--- config.mk ---
export PLATFORM = sky130hd
export DESIGN_NAME = snake_game_ctrl
export DESIGN_NICKNAME = d
export VERILOG_FILES = /design/src/rtl/snake_game_ctrl.sv
export SDC_FILE = /design/constraint.sdc
export NUM_CORES = 1
export LEC_CHECK = 0
export ABC_AREA = 1
export CAP_MARGIN = 20
export CORE_AREA = 2 2 118 120
export DETAILED_ROUTE_END_ITERATION = 10
export DIE_AREA = 0 0 120 122
export GPL_TIMING_DRIVEN = 1
export PLACE_DENSITY_LB_ADDON = 0.3
export SLEW_MARGIN = 0
export SYNTH_ARGS = -nofsm -noshare
export SYNTH_HDL_FRONTEND = slang
export SYNTH_SLANG_ARGS = --single-unit
--- constraint.sdc ---
create_clock -name clk -period 2.5 [get_ports clk]
set_clock_uncertainty 0.1 [all_clocks]
set_input_delay 0.25 -clock clk [delete_from_list [all_inputs] [get_ports clk]]
set_output_delay 0.25 -clock clk [all_outputs]
set_load 0.1 [all_outputs]
--- src/rtl/snake_game_ctrl.sv ---
// rtl/snake_game_ctrl.sv - snake game sequencer: heading, move pacing, step handshake, scoring
// Buttons are synchronised and edge-detected; moves are paced by a shrinking tick period.
module snake_game_ctrl #(
  parameter int TICK_DIV        = 30_000_000,
  parameter int SPEEDUP_STEP    = 2_000_000,
  parameter int MIN_TICK        = 5_000_000,
  parameter int FOODS_PER_LEVEL = 4,
  parameter int MAX_LEN         = 50,
  parameter int SCORE_W         = 8
) (
  input  logic               clk,
  input  logic               reset_n,
  input  logic               btn_up,
  input  logic               btn_down,
  input  logic               btn_left,
  input  logic               btn_right,
  input  logic               btn_start,
  output logic               init_req,
  output logic               step_req,
  output logic [1:0]         step_dir,
  output logic               step_grow,
  input  logic               step_ack,
  input  logic               hit_wall,
  input  logic               hit_self,
  input  logic               food_hit,
  output logic               food_respawn,
  output logic [5:0]         length,
  output logic [SCORE_W-1:0] score,
  output logic [3:0]         level,
  output logic               playing,
  output logic               game_over
);

  localparam logic [1:0]  DIR_R = 2'd0;
  localparam logic [1:0]  DIR_U = 2'd1;
  localparam logic [1:0]  DIR_D = 2'd2;
  localparam logic [1:0]  DIR_L = 2'd3;
  localparam logic [24:0] TICK_P  = 25'(TICK_DIV);
  localparam logic [24:0] STEP_P  = 25'(SPEEDUP_STEP);
  localparam logic [24:0] MIN_P   = 25'(MIN_TICK);
  localparam logic [7:0]  FOOD_LAST = 8'(FOODS_PER_LEVEL - 1);
  localparam logic [5:0]  MAX_L   = 6'(MAX_LEN);

  typedef enum logic [2:0] {IDLE, INIT, WAIT, STEP, EVAL, OVER} state_t;

  state_t      state;
  logic [4:0]  sync1, sync2, sync3, btn_edge;
  logic [1:0]  cur_dir, pend_dir, cand;
  logic [24:0] tick_cnt, period;
  logic [7:0]  food_cnt;
  logic        grow_pend, hit_l, food_l;
  logic        cand_valid, dir_ok, start_edge;

  // bit order: {start, right, left, down, up}; edge is registered so pin-to-edge is 3 clk
  always_ff @(posedge clk or negedge reset_n) begin
    if (!reset_n) begin
      sync1    <= '0;
      sync2    <= '0;
      sync3    <= '0;
      btn_edge <= '0;
    end else begin
      sync1    <= {btn_start, btn_right, btn_left, btn_down, btn_up};
      sync2    <= sync1;
      sync3    <= sync2;
      btn_edge <= sync2 & ~sync3;
    end
  end

  assign start_edge = btn_edge[4];

  // Priority pick first, then reject a reversal of the committed heading
  always_comb begin
    cand_valid = |btn_edge[3:0];
    cand       = DIR_R;
    if (btn_edge[0])      cand = DIR_U;
    else if (btn_edge[1]) cand = DIR_D;
    else if (btn_edge[2]) cand = DIR_L;
    dir_ok = cand_valid && (cand != (cur_dir ^ 2'b11));
  end

  always_ff @(posedge clk or negedge reset_n) begin
    if (!reset_n) begin
      state        <= IDLE;
      init_req     <= 1'b0;
      step_req     <= 1'b0;
      step_dir     <= DIR_R;
      step_grow    <= 1'b0;
      food_respawn <= 1'b0;
      length       <= 6'd1;
      score        <= '0;
      level        <= 4'd0;
      playing      <= 1'b0;
      game_over    <= 1'b0;
      cur_dir      <= DIR_R;
      pend_dir     <= DIR_R;
      tick_cnt     <= '0;
      period       <= TICK_P;
      grow_pend    <= 1'b0;
      food_cnt     <= 8'd0;
      hit_l        <= 1'b0;
      food_l       <= 1'b0;
    end else begin
      init_req     <= 1'b0;
      food_respawn <= 1'b0;
      if ((state inside {WAIT, STEP, EVAL}) && dir_ok) pend_dir <= cand;
      case (state)
        IDLE: if (start_edge) begin
          state    <= INIT;
          init_req <= 1'b1;
        end
        INIT: begin
          length    <= 6'd1;
          score     <= '0;
          level     <= 4'd0;
          food_cnt  <= 8'd0;
          grow_pend <= 1'b0;
          cur_dir   <= DIR_R;
          pend_dir  <= DIR_R;
          period    <= TICK_P;
          tick_cnt  <= '0;
          playing   <= 1'b1;
          state     <= WAIT;
        end
        WAIT: begin
          if (start_edge) begin
            state    <= INIT;
            init_req <= 1'b1;
            playing  <= 1'b0;
          end else if (tick_cnt == period - 25'd1) begin
            tick_cnt  <= '0;
            cur_dir   <= pend_dir;
            step_req  <= 1'b1;
            step_dir  <= pend_dir;
            step_grow <= grow_pend && (length < MAX_L);
            state     <= STEP;
          end else begin
            tick_cnt <= tick_cnt + 25'd1;
          end
        end
        // The handshake always completes; start is deliberately not looked at here
        STEP: if (step_ack) begin
          hit_l  <= hit_wall | hit_self;
          food_l <= food_hit;
          if (step_grow) begin
            length    <= length + 6'd1;
            grow_pend <= 1'b0;
          end
          step_req  <= 1'b0;
          step_grow <= 1'b0;
          state     <= EVAL;
        end
        EVAL: begin
          if (hit_l) begin
            state     <= OVER;
            playing   <= 1'b0;
            game_over <= 1'b1;
          end else begin
            if (food_l) begin
              food_respawn <= 1'b1;
              grow_pend    <= 1'b1;
              if (score != '1) score <= score + 1'b1;
              if (food_cnt == FOOD_LAST) begin
                food_cnt <= 8'd0;
                if (level != 4'hF) level <= level + 4'd1;
                if (period >= STEP_P + MIN_P) period <= period - STEP_P;
                else period <= MIN_P;
              end else begin
                food_cnt <= food_cnt + 8'd1;
              end
            end
            state <= WAIT;
          end
        end
        OVER: if (start_edge) begin
          state     <= INIT;
          init_req  <= 1'b1;
          game_over <= 1'b0;
        end
        default: state <= IDLE;
      endcase
    end
  end

endmodule

==> out/qor.csv <==
stage;metric;value;unit
yosys;synth_top_cell_area_share;0.373;
sta;fin_crit_sh;0.939;
yosys;synthSimpleGateAreaFrac;0.302;
detailed_routing;dr.pass1.iters;5;
power;power_density;968;nW/um^2
final_layout;antenna_cells;0;
worst_setup_path;slowest_delay;0.56;ns
placement;dpl.hpwl;11000;um
yosys;syn_area;6520;um^2
yosys;synth_cell_types;50;
final_layout;fillers;1227;
sta;slew_headroom;0.729;
detailed_routing;routed_via_density;5.17;
yosys;synthAdderAreaFrac;0.0173;
sta;hold_violations;0;
yosys;synth_most_common_cell;nand2_1;
floorplan;rows;43;
worst_setup_path;crit_type;reg -> reg;
clock_tree;htreeDepth;3;
clock_tree;insertion_delay;0.36;ns
grt;track_usage;0.214;
yosys;synth_compound_area_frac;0.114;
final_layout;final_core_util;0.561;
grt;grt_start_max_net_pins;50;
floorplan;io_pins;37;
sta;drv_slew;0;
floorplan;core_area;13500;um^2
final_layout;final_nets;896;
clock_tree;cts_root_buffer;clkbuf_16;
yosys;ys_ff_latch;108;
yosys;synth_top_family_by_area;simple AND/OR/NAND/NOR gates;
clock_tree;cts-buffers-inserted;9;
worst_setup_path;critical_path_buf_inv_count;3;
grt;grt_pass1_vias;5180;
detailed_routing;drc_errors;0;
placement;post-place-ws;0.0340;ns
yosys;yosysSeqAreaShare;0.417;
power;peakVddDrop;0.000906;V
worst_setup_path;crit_arrival;2.49;ns
yosys;synth_top_cell_by_area;dfrtp_1;
worst_setup_path;crit_required;2.64;ns
flow_run;cap_violations;0;
yosys;synthTopCellsByCount;nand2_1 (194), inv_1 (98), dfrtp_1 (97), nor2_1 (75), nand3_1 (64);
worst_setup_path;crit_chain;inv_4 > ha_4 > inv_2 > nor2_4 > nand2_2 > nor2_4 > nand2_1 > xor2_1 > nand2_1 > nor3_4 > nand2_2 > nand2_4 > buf_12 > o21ai_0;
final_layout;drive_above_1_share;0.196;
worst_setup_path;cp_slowest_cell;dfstp_2;
clock_tree;clkSlewWorstSetupHoldPaths;0.08;ns
power;p_total;0.00733;W
sta;max_freq;426;MHz
worst_setup_path;crit_family;simple AND/OR/NAND/NOR gates;
clock_tree;clock_path_buffers;2;
yosys;synth_edf_count;0;
floorplan;start_util;0.483;
worst_setup_path;cp-start-kind;register;
yosys;syn_avg_cell_area;7.97;um^2
detailed_routing;vias;5485;
sta;tightest_slew;0.403;ns
worst_setup_path;cp-end-kind;register;
yosys;yosys_warnings;0;
sta;fin_hold_ws;0.221;ns
yosys;async_reset_ff_frac;1.00;
sta;fin_ws;0.152;ns
yosys;synth_xor_area_frac;0.0630;
sta;setup_violations;0;
grt;antenna_found_initial;0;
grt;grt_pass1_wl;24900;um
detailed_routing;postRouteAntennaNets;0;
power;total_leakage_power;3.43;nW
yosys;synth_area_leaders;dfrtp_1 (37%), nand2_1 (11%), inv_1 (5.6%), xor2_1 (5.5%), nand3_1 (4.9%);
sta;finalSetupTns;0;ns
yosys;syn_inst;818;
clock_tree;cts_tree;done;
detailed_routing;wl;14600;um
yosys;synth-main-ff-cell;dfrtp_1;
floorplan;fp.dieH;122;um
run_status;status;complete, no violations;
grt;grt-ovfl-total;0;
clock_tree;clock-sinks;108;
placement;portBuffers;36;
floorplan;die_width;120;um
detailed_routing;drt-initial-drc-count;244;
yosys;syn_nets;838;
placement;gp_congestion;0.930;
worst_setup_path;crit_fanout;11;
final_layout;syn2layout_area_growth;16.2;%
worst_hold_path;hold_path_class;in -> reg;
yosys;muxShareOfSynthArea;0.00173;
sta;fin_crit;2.35;ns
detailed_routing;wl_per_cell;13.7;um
floorplan;fp.dieArea;14600;um^2
==> repair_timing <==
item | in CTS | in global routing
hold endpoints to repair | 22 | 0
resized for setup | 0 | 22
endpoints found under the setup margin | 0 | 35
hold buffers | 1 | 0
setup buffers | 0 | 4
==> flip-flops by register name, summed over array words and instances (netlist names), 2 cells and up <==
name and cells:
tick_cnt 25, sync1 5, sync2 5, state 3, length 6, cur_dir 2, pend_dir 2, food_cnt 8
sync3 5, btn_edge 5, period 19, score 8, level 4, step_dir 2
==> per-stage QoR <==
step | std cells | area, um^2
4_1_cts | 1057 | 7460
6_report | 1061 | 7570
3_3_place_gp | 1040 | 7120
5_1_grt | 1061 | 7570
2_1_floorplan | 818 | 6520
3_5_place_dp | 1040 | 7120
==> report_power, final <==
| part | switching [W] | internal [W] | leakage (nW) | total (W) |
|---|---|---|---|---|
| combinational | 0.00222 | 0.00110 | 1.88 | 0.00332 |
| clock | 0.000730 | 0.000814 | 0.159 | 0.00154 |
| sequential | 0.000378 | 0.00209 | 1.39 | 0.00247 |
==> layout by cell type, fill, tap and decap left out, types with 3 or more instances in the layout <==
master and count:
clkbuf_16 9, buf_12 4, dfrtp_2 6, buf_4 52
nand2_2 11, inv_2 8, a21oi_1 31, dfrtp_1 91
ha_1 7, nand2_1 192, xnor2_1 4, o21ai_0 32
nand4_1 18, clkinv_1 3, nor2_2 13, nor3_1 18
inv_1 95, o22ai_1 5, nand3_2 4, nor2_4 12
clkdlybuf4s50_1 9, dfstp_2 11, nor3b_1 3, nor2_1 74
xor2_1 41, clkinv_8 3, o22ai_2 19, nor4_1 4
inv_6 3, nand3_1 62
==> worst reg2reg max path, delay by kind of cell, from the launching register on <==
family / cells / cell delay (ns)
buf+inv: 3 / 0.28
flops: 1 / 0.56
compound gates: 1 / 0.09
xor+xnor: 1 / 0.19
fa+ha+maj: 1 / 0.16
simple gates: 8 / 0.88
==> path summary, 6_finish.rpt <==
kind	start	to	slack, ns	cells after the start
max in group asynchronous	reset_n	period[8]	1.25	3
hold / removal	btn_left	sync1[2]	0.22	1
setup reg to reg	period[7]	tick_cnt[19]	0.15	14
hold reg to reg	sync1[1]	sync2[1]	0.25	0
setup / recovery	period[7]	tick_cnt[19]	0.15	14
min in group asynchronous	reset_n	period[18]	0.27	2
==> cells by family after synthesis <==
group,after synthesis
adder cells (fa/ha/maj),9
buffers and inverters,126
flip-flops,108
AO/OA/AOI/OAI,104
AND/OR/NAND/NOR,424
XOR/XNOR,46
multiplexers,1
==> metal layers <==
layer  track usage  part of all wire  vias to the layer above
met5             0                 0                        -
met4        0.0809             0.019                        0
met3        0.0281             0.035                       22
met2         0.357              0.48                       99
met1         0.284              0.46                     2592
li1              -                 -                     2772
==> layout make-up <==
cell class | count | area (um^2) | share of cell area
flip-flops and latches | 108 | 2720 | 0.360
inverters | 107 | 404 | 0.0534
well taps | 180 | 225 | 0.0297
clock buffers | 9 | 225 | 0.0297
multi-input cells | 584 | 3320 | 0.438
repair buffers | 66 | 571 | 0.0753
clock inverters | 7 | 105 | 0.0139
No activity file was read; power rests on OpenSTA's default activity.
